[src/rtl/game_sequencer.sv]
// Game-flow controller: frame tick prescaler plus the serve/play/miss/over/win
// phase machine that issues one-cycle restart, respawn and life commands.
module game_sequencer #(
  parameter int TICK_DIV  = 416667,
  parameter int TICK_W    = 19,
  parameter int MISS_HOLD = 60,
  parameter int HOLD_W    = 6
) (
  input  logic       clk,
  input  logic       rst,
  input  logic       i_start,
  input  logic       i_launch,
  input  logic       i_ball_lost,
  input  logic [1:0] i_life,
  input  logic [3:0] i_brick,
  output logic       o_tick,
  output logic       o_run,
  output logic       o_new_game,
  output logic       o_respawn,
  output logic       o_life_dec,
  output logic [2:0] o_state,
  output logic       o_over,
  output logic       o_win
);

  typedef enum logic [2:0] {
    S_IDLE  = 3'd0,
    S_SERVE = 3'd1,
    S_PLAY  = 3'd2,
    S_MISS  = 3'd3,
    S_OVER  = 3'd4,
    S_WIN   = 3'd5
  } state_t;

  localparam logic [TICK_W-1:0] TICK_LAST = TICK_W'(TICK_DIV - 1);
  localparam logic [HOLD_W-1:0] HOLD_END  = HOLD_W'(MISS_HOLD);

  state_t            state;
  logic [TICK_W-1:0] cnt;
  logic [HOLD_W-1:0] hold;

  assign o_state = state;

  always_ff @(posedge clk) begin
    if (rst) begin
      state      <= S_IDLE;
      cnt        <= '0;
      hold       <= '0;
      o_tick     <= 1'b0;
      o_run      <= 1'b0;
      o_new_game <= 1'b0;
      o_respawn  <= 1'b0;
      o_life_dec <= 1'b0;
      o_over     <= 1'b0;
      o_win      <= 1'b0;
    end else begin
      // Frame prescaler runs regardless of game phase
      o_tick <= (cnt == TICK_LAST);
      cnt    <= (cnt == TICK_LAST) ? '0 : cnt + 1'b1;

      o_new_game <= 1'b0;
      o_respawn  <= 1'b0;
      o_life_dec <= 1'b0;

      case (state)
        S_IDLE: begin
          if (i_start) begin
            state      <= S_SERVE;
            o_new_game <= 1'b1;
            o_respawn  <= 1'b1;
          end
        end
        S_SERVE: begin
          if (i_launch) begin
            state <= S_PLAY;
            o_run <= 1'b1;
          end
        end
        S_PLAY: begin
          // Clearing the last brick wins even if the ball drops in the same cycle
          if (i_brick == 4'd0) begin
            state <= S_WIN;
            o_run <= 1'b0;
            o_win <= 1'b1;
          end else if (i_ball_lost) begin
            state      <= S_MISS;
            o_run      <= 1'b0;
            hold       <= '0;
            o_life_dec <= (i_life != 2'd0);
          end
        end
        S_MISS: begin
          // i_life already reflects the decrement issued on entry
          if (hold == HOLD_END) begin
            if (i_life == 2'd0) begin
              state  <= S_OVER;
              o_over <= 1'b1;
            end else begin
              state     <= S_SERVE;
              o_respawn <= 1'b1;
            end
          end else if (o_tick) begin
            hold <= hold + 1'b1;
          end
        end
        S_OVER, S_WIN: begin
          if (i_start) begin
            state      <= S_SERVE;
            o_new_game <= 1'b1;
            o_respawn  <= 1'b1;
            o_over     <= 1'b0;
            o_win      <= 1'b0;
          end
        end
        default: begin
          state  <= S_IDLE;
          o_run  <= 1'b0;
          o_over <= 1'b0;
          o_win  <= 1'b0;
        end
      endcase
    end
  end

endmodule
[config.mk]
export PLATFORM = sky130hd
export DESIGN_NAME = game_sequencer
export DESIGN_NICKNAME = d
export VERILOG_FILES = /design/src/rtl/game_sequencer.sv
export SDC_FILE = /design/constraint.sdc
export NUM_CORES = 1
export LEC_CHECK = 0
export CELL_PAD_IN_SITES_DETAIL_PLACEMENT = 0
export CELL_PAD_IN_SITES_GLOBAL_PLACEMENT = 1
export CORE_MARGIN = 3
export CORE_UTILIZATION = 37
export CTS_BUF_LIST = sky130_fd_sc_hd__clkbuf_16
export DETAILED_ROUTE_END_ITERATION = 10
export GPL_TIMING_DRIVEN = 0
export PLACE_DENSITY = 0.75
export SETUP_SLACK_MARGIN = 0.3
export SLEW_MARGIN = 20
export SYNTH_ARGS = -nofsm -noshare
export SYNTH_HDL_FRONTEND = slang
export SYNTH_SLANG_ARGS = --single-unit
[constraint.sdc]
create_clock -name clk -period 2 [get_ports clk]
set_input_delay 0.6 -clock clk [delete_from_list [all_inputs] [get_ports clk]]
set_output_delay 0.6 -clock clk [all_outputs]
set_load 0.03 [all_outputs]
==> summary.md, run 1 <==
| Metric | Value |
|---|---|
| Hold Crit Start | `o_win` |
| Post-synth top area cell | `dfxtp_1` |
| Crit-path cells | `nand3_4 > or4_4 > o31ai_4 > buf_6 > buf_12 > buf_8 > nor2_1` |
| Layout cells sized above 1 | `32.8%` |
| Max-cap violation count | `0` |
| Synth Flop Type | `dfxtp_1` |
| DR vias | `1567` |
| # rows | `24` |
| Clock-pin transition on the worst setup and hold timing paths | `0.06 ns` |
| Synthesized Nets | `214` |
| Critical path's largest stage delay | `0.53 ns` |
| GPL Wtd Cong | `0.754` |
| Final wirelength | `4120 um` |
| Status | `complete, no violations` |
| Die H | `~74 um` |
| Most flops, register | `cnt` |
| Die ar. | `roughly 5500 um2` |
| Critical R2R Launch | `cnt[9]` |
| Seq cells post-synth | `35` |
| Die width | `74.1 um` |
| Most common cell in the netlist | `dfxtp_1` |
| Overall Power | `1.95 mW` |
| Pre-CTS setup slack | `-0.288 ns` |
| Critical path peak fanout | `8` |
| Fin Clk Skew | `0.00831 ns` |
| Hold path depth | `2` |
| Area Growth Syn to Fin | `44.4%` |
| Power per Cell Area | `between 700 and 800 nW/um2` |
| Avg Inst Size Synth | `8.62 um2` |
| Post-synth EDFFs | `0` |
| Htree depth | `2` |
| Fraction of registers with async set/reset | `0%` |
| Antenna cells | `0` |
| Initial Utilization | `38.9%` |
| Hold crit path type | `reg2reg` |
| Routed Antenna Nets | `0` |
| Iter 0 DRT Violations | `slightly above 100` |
| Final net count | `~260` |
| First-pass GRT wire length | `7050 um` |
| Worst slew pin tran | `0.528 ns` |
| Register area share after synthesis | `40.8%` |
| Port Buffers | `19` |
| WP data required | `around 2.2 ns` |
| Residual DRC | `0` |
| Clk_lat worst skew | `around 0.28 ns` |
| Synth top area share | `between 40% and 50%` |
| Fin crit period | `between 1.5 and 2 ns` |
| Slowest stage cell on the critical path | `or4_4` |
| Final Util | `56.1%` |
| Clock tree from TritonCTS | `yes` |
| Setup TNS | `0 ns` |
| YS warnings | `0` |
| Worst Setup Start Kind | `flop` |
| GR Overflow Total | `0` |
| Root buf cell | `clkbuf_16` |
| TritonRoute pass-1 iters | `4` |
| Worst path arrival time | `2.03 ns` |
| Fill cell count | `409` |
| DR WL/cell | `13.9 um` |
| Max rail drop VDD | `0.493 mV` |
| Cell variety after synth | `45` |
| Synth Cell Area | `1720 um2` |
| Dpl hpwl | `~2700 um` |
| Hold EP | `o_win` |
| Largest net degree at the start of global routing | `13` |
| Drt via density | `5.29` |
| Final hold vios | `0` |
| Vias in the first global route | `1540` |
| WS Path Type | `reg2reg` |
| Cts hold-fix bufs | `0` |
| Worst Setup End Kind | `flop` |
| Largest cells by area after synthesis | `dfxtp_1 41%, xnor2_1 6.6%, nor2_1 5.9%` |
| Gate Count Post-Synth | `199` |
| Slew headroom | `about two thirds` |
| Max Root-Sink Buffers | `2` |
| Static Leak | `slightly below 0.9 nW` |
| Final setup viols | `0` |
| Core Area | `4410 um2` |
| Setup ws final | `0.141 ns` |
| Period utilization | `92.9%` |
| Max FFs per register | `19` |
| F_max | `538 MHz` |
| Reg2reg setup slack | `0.14 ns` |
| Clock sink count | `35` |
| I/O Pins | `21` |
| Reg2reg path depth | `7` |
| CTS Buf Count | `5` |
| Hold slack final | `around 0.48 ns` |
| RSZ-0062 raised after global routing | `true` |
| Worst R2R End | `cnt[12]` |
| Synth top cells by count | `35 x dfxtp_1, 27 x nor2_1, 13 x nand2_1, 13 x xnor2_1, 12 x a21oi_1` |
| Fin. max-slew vios | `0` |
| Tot GR Track Use | `~16%` |
| Initial antenna violation count | `0` |
-- repair_timing --
action,CTS,global route
setup endpoints to repair,38,29
cloned,1,0
pin swaps,16,7
buffers inserted,12,5
resized for setup,39,37
-- metrics by stage --
step	area, um2	cells
finish	2480	296
global route	2480	296
CTS	2360	291
detailed placement	1990	270
global placement	1990	270
floorplan	1740	199
-- worst max path at each step --
stage / cells after the start / startpoint / end
after floorplan: 7 / cnt[0] / cnt[13]
after global placement: 5 / i_brick[1] / hold[5]
after detailed placement: 5 / i_brick[1] / hold[5]
after CTS: 9 / cnt[0] / cnt[10]
after global routing: 7 / cnt[9] / cnt[12]
final: 7 / cnt[9] / cnt[12]
-- power by group --
| group | internal (mW) | switching, mW |
|---|---|---|
| registers | 0.724 | 0.0241 |
| clock network | 0.587 | 0.300 |
| logic | 0.143 | 0.168 |
-- kinds of logic after synthesis --
| family | after synthesis | share of synthesized area [%] |
|---|---|---|
| XOR/XNOR | 15 | 7.66 |
| flip-flops | 35 | 40.8 |
| AO/OA/AOI/OAI | 33 | 13.7 |
| AND/OR/NAND/NOR | 95 | 30.3 |
| multiplexers | 1 | 0.656 |
| buffers and inverters | 16 | 3.94 |
| adder cells (fa/ha/maj) | 4 | 2.92 |
-- per-layer routing --
metal  GRT usage, %  share of wire, %  wire length [um]  vias up
li1               -                 -                 -      809
met1           19.5                44              1810      721
met2           28.1                49              2000       31
met3           4.59               5.7               233        6
met4           6.64               1.7                72        0
met5              0                 0                 0        -
-- cell usage in the layout (no fill, tap or decap), types with 3 or more instances in the layout --
cell	synthesis	final
clkbuf_2	0	6
o21ai_0	3	3
clkbuf_16	0	5
buf_6	1	3
nor2_2	0	10
a311oi_1	4	4
nand4b_1	3	3
nand2_1	13	11
clkbuf_1	6	3
buf_4	0	12
nor2_1	27	14
inv_1	9	8
nand2b_1	5	5
a21oi_2	0	3
dfxtp_2	0	6
dlygate4sd2_1	0	10
nor2_4	0	3
dfxtp_1	35	28
a21oi_1	12	9
nand3_1	8	7
nor4_1	8	7
nand4_1	5	5
xnor2_1	13	13
nor3_1	4	4
clkdlybuf4s50_1	0	4
-- cell type report --
class	count	area (um2)	share of cell area [%]
buffer	7	41.3	1.67
multi-input combinational	148	1100	44.4
sequential	35	712	28.7
timing repair buffer	37	355	14.3
tap	52	65.1	2.63
clock inverter	3	43.8	1.77
clock buffer	5	125	5.05
inverter	9	33.8	1.36
-- worst max-delay path: cells and delay by family (launching register included) --
kind            cells  cell delay (ns)
buf+inv             3             0.38
flops               1             0.42
simple gates        3             0.72
compound gates      1             0.24
No activity file was read; power rests on OpenSTA's default activity.
==> run 2: changes to the inputs <==
SETUP_SLACK_MARGIN = 0.4   (was 0.3)
==> run 2 against run 1 <==
Global-route usage decreased by 0.30 points. Cell count is 1.7% lower. Wire length shrank 1.3%. Clock-buffer cell count did not move. Clock skew shrank 0.00079 ns. Design area fell by 1.6%. Critical path depth grew 1. Maximum frequency rose by 4.8%. Worst setup slack better by 0.084 ns. Via count down 0.89%. Sequential power barely moved. Clock power down 5.7%. Critical endpoint is now cnt[10].
==> summary.md, run 2 (synthesized netlist as in run 1, its figures left out) <==
| Metric | Value |
|---|---|
| TritonRoute pass-1 iters | `5 (was 4)` |
| Port Buffers | `19 (unchanged)` |
| Final wirelength | `4070 um (was 4120 um)` |
| Area Growth Syn to Fin | `42.2% (was 44.4%)` |
| Reg2reg setup slack | `0.23 ns (was 0.14 ns)` |
| Met2 GRT Util | `25.8% (was 28.1%)` |
| Fill cell count | `414 (was 409)` |
| Area of the multi-input gates | `1130 um2 (was 1100 um2)` |
| Critical R2R Launch | `cnt[0] (was cnt[9])` |
| Final setup viols | `0 (unchanged)` |
| Worst Setup Start Kind | `flop (unchanged)` |
| Iter 0 DRT Violations | `96 (was 102)` |
| Fin crit period | `1.77 ns (was 1.86 ns)` |
| Clock sink count | `35 (unchanged)` |
| Tot GR Track Use | `16.2% (was 16.5%)` |
| Die width | `74.1 um (unchanged)` |
| Hold EP | `o_win (unchanged)` |
| Drt via density | `5.34 (was 5.29)` |
| Critical path peak fanout | `5 (was 8)` |
| Power per Cell Area | `775 nW/um2 (was 786 nW/um2)` |
| # rows | `24 (unchanged)` |
| Clock tree from TritonCTS | `yes (unchanged)` |
| DR vias | `1553 (was 1567)` |
| RSZ-0062 raised after global routing | `true (unchanged)` |
| Htree depth | `2 (unchanged)` |
| Root buf cell | `clkbuf_16 (unchanged)` |
| Non-Filler Instances | `291 (was 296)` |
| Residual DRC | `0 (unchanged)` |
| Commonest non-fill, non-tap cell in the layout | `dfxtp_1 (unchanged)` |
| Antenna cells | `0 (unchanged)` |
| Critical Path Most Common Cell | `buf_6` |
| Static Leak | `0.834 nW (was 0.865 nW)` |
| Die H | `74.1 um (unchanged)` |
| Max Root-Sink Buffers | `2 (unchanged)` |
| Sequential Area | `724 um2 (was 712 um2)` |
| First-pass GRT wire length | `6950 um (was 7050 um)` |
| Slowest stage cell on the critical path | `or4b_4 (was or4_4)` |
| Final hold vios | `0 (unchanged)` |
| Most frequent cells in the layout | `24 x dfxtp_1, 17 x nor2_1, 13 x xnor2_1 (was 28 x dfxtp_1, 14 x nor2_1, 13 x xnor2_1)` |
| Dpl cells | `270 (unchanged)` |
| Overall Power | `1.89 mW (was 1.95 mW)` |
| Max FFs per register | `19 (unchanged)` |
| Initial Utilization | `38.9% (unchanged)` |
| Max rail drop VDD | `0.407 mV (was 0.493 mV)` |
| Die ar. | `5490 um2 (unchanged)` |
| Slew headroom | `60.7% (was 64.8%)` |
| DR WL/cell | `14.0 um (was 13.9 um)` |
| Clk_lat worst skew | `0.27 ns (was 0.28 ns)` |
| Grt peak-use layer | `met2 (unchanged)` |
| Worst path arrival time | `1.93 ns (was 2.03 ns)` |
| Critical path's largest stage delay | `0.52 ns (was 0.53 ns)` |
| Max-cap violation count | `0 (unchanged)` |
| Reg2reg path depth | `8 (was 7)` |
| F_max | `564 MHz (was 538 MHz)` |
| Crit-path cells | `inv_4 > ha_4 > nand4b_1 > or4b_4 > o31ai_4 > buf_6 > buf_6 > nor2_1 (was nand3_4 > or4_4 > o31ai_4 > buf_6 > buf_12 > buf_8 > nor2_1)` |
| Most flops, register | `cnt (unchanged)` |
| Routed Antenna Nets | `0 (unchanged)` |
| Worst R2R End | `cnt[10] (was cnt[12])` |
| WP data required | `2.16 ns (was 2.17 ns)` |
| Fin Clk Skew | `0.00752 ns (was 0.00831 ns)` |
| Dpl hpwl | `2690 um (was 2680 um)` |
| Layout cells sized above 1 | `34.7% (was 32.8%)` |
| Core Area | `4410 um2 (unchanged)` |
| Worst Setup End Kind | `flop (unchanged)` |
| CTS Buf Count | `5 (unchanged)` |
| Met1 Use GR | `20.8% (was 19.5%)` |
| Status | `complete, no violations (unchanged)` |
| Hold path depth | `2 (unchanged)` |
| Worst setup path start | `cnt[0] (was cnt[9])` |
| Period utilization | `88.7% (was 92.9%)` |
| Hold Crit Start | `o_win (unchanged)` |
| Largest net degree at the start of global routing | `11 (was 13)` |
| Met3 Use GR | `4.73% (was 4.59%)` |
| I/O Pins | `21 (unchanged)` |
| Hold crit path type | `reg2reg (unchanged)` |
| Setup ws final | `0.226 ns (was 0.141 ns)` |
| Vias in the first global route | `1476 (was 1540)` |
| Initial antenna violation count | `0 (unchanged)` |
| Clock-pin transition on the worst setup and hold timing paths | `0.05 ns (was 0.06 ns)` |
| Fin. max-slew vios | `0 (unchanged)` |
| Pre-CTS setup slack | `-0.282 ns (was -0.288 ns)` |
| GPL Wtd Cong | `0.735 (was 0.754)` |
| Final net count | `254 (was 258)` |
| WS Path Type | `reg2reg (unchanged)` |
| GR Overflow Total | `0 (unchanged)` |
| Worst slew pin tran | `0.590 ns (was 0.528 ns)` |
## run 2: cell type report
cell class              instances  share of cell area [%]
multi-input cells             148                    46.4
flip-flops and latches         35                    29.7
repair buffers                 33                    11.6
clock buffers                   5                    5.13
well taps                      52                    2.67
plain buffers                   7                    1.64
inverters                       9                    1.49
clock inverters                 2                    1.39
## run 2: repair_timing
action | in CTS | in global routing
pin swaps | 18 | 7
buffers inserted | 10 | 3
setup endpoints to repair | 41 | 32
cloned | 1 | 0
resized for setup | 67 | 41
hold buffers | 0 | 0
## run 2: worst max path at each step
stage,slack (ns),cells past startpoint,endpoint
finish,0.23,8,cnt[10]
global route,0.14,8,cnt[13]
CTS,0.19,8,cnt[13]
detailed placement,-0.28,5,hold[2]
global placement,-0.29,5,hold[2]
floorplan,0.25,7,cnt[13]
## run 2: critical path, delay by kind of cell, from the launching register on
family,cells,cell delay [ns]
flops,1,0.36
simple gates,3,0.65
buf+inv,3,0.34
compound gates,1,0.19
fa+ha+maj,1,0.12
## run 2: power by group
group          switching (mW)  total, mW  internal [mW]  leakage, nW
clock                   0.261      0.836          0.575       0.0811
sequential             0.0239      0.746          0.723        0.289
combinational           0.170      0.309          0.138        0.463
total                   0.455       1.89           1.44        0.834
## run 2: routing by layer
| layer | wire, um | share of wire, % | up-vias |
|---|---|---|---|
| li1 | - | - | 796 |
| met1 | 1870 | 46 | 724 |
| met2 | 1940 | 48 | 27 |
| met3 | 197 | 4.8 | 6 |
| met4 | 62 | 1.5 | 0 |
| met5 | 0 | 0 | - |
## run 2: stage by stage
| stage | hold WS, ns | TNS [ns] | utilization [%] | instance area (um2) |
|---|---|---|---|---|
| after floorplan | 0.405 | 0 | - | 1740 |
| after global placement | 0.418 | -2.00 | 45.3 | 2000 |
| after detailed placement | 0.423 | -1.96 | 45.3 | 2000 |
| after CTS | 0.438 | 0 | 52.8 | 2330 |
| after global routing | 0.513 | 0 | 55.2 | 2440 |
| final | 0.475 | 0 | 55.2 | 2440 |
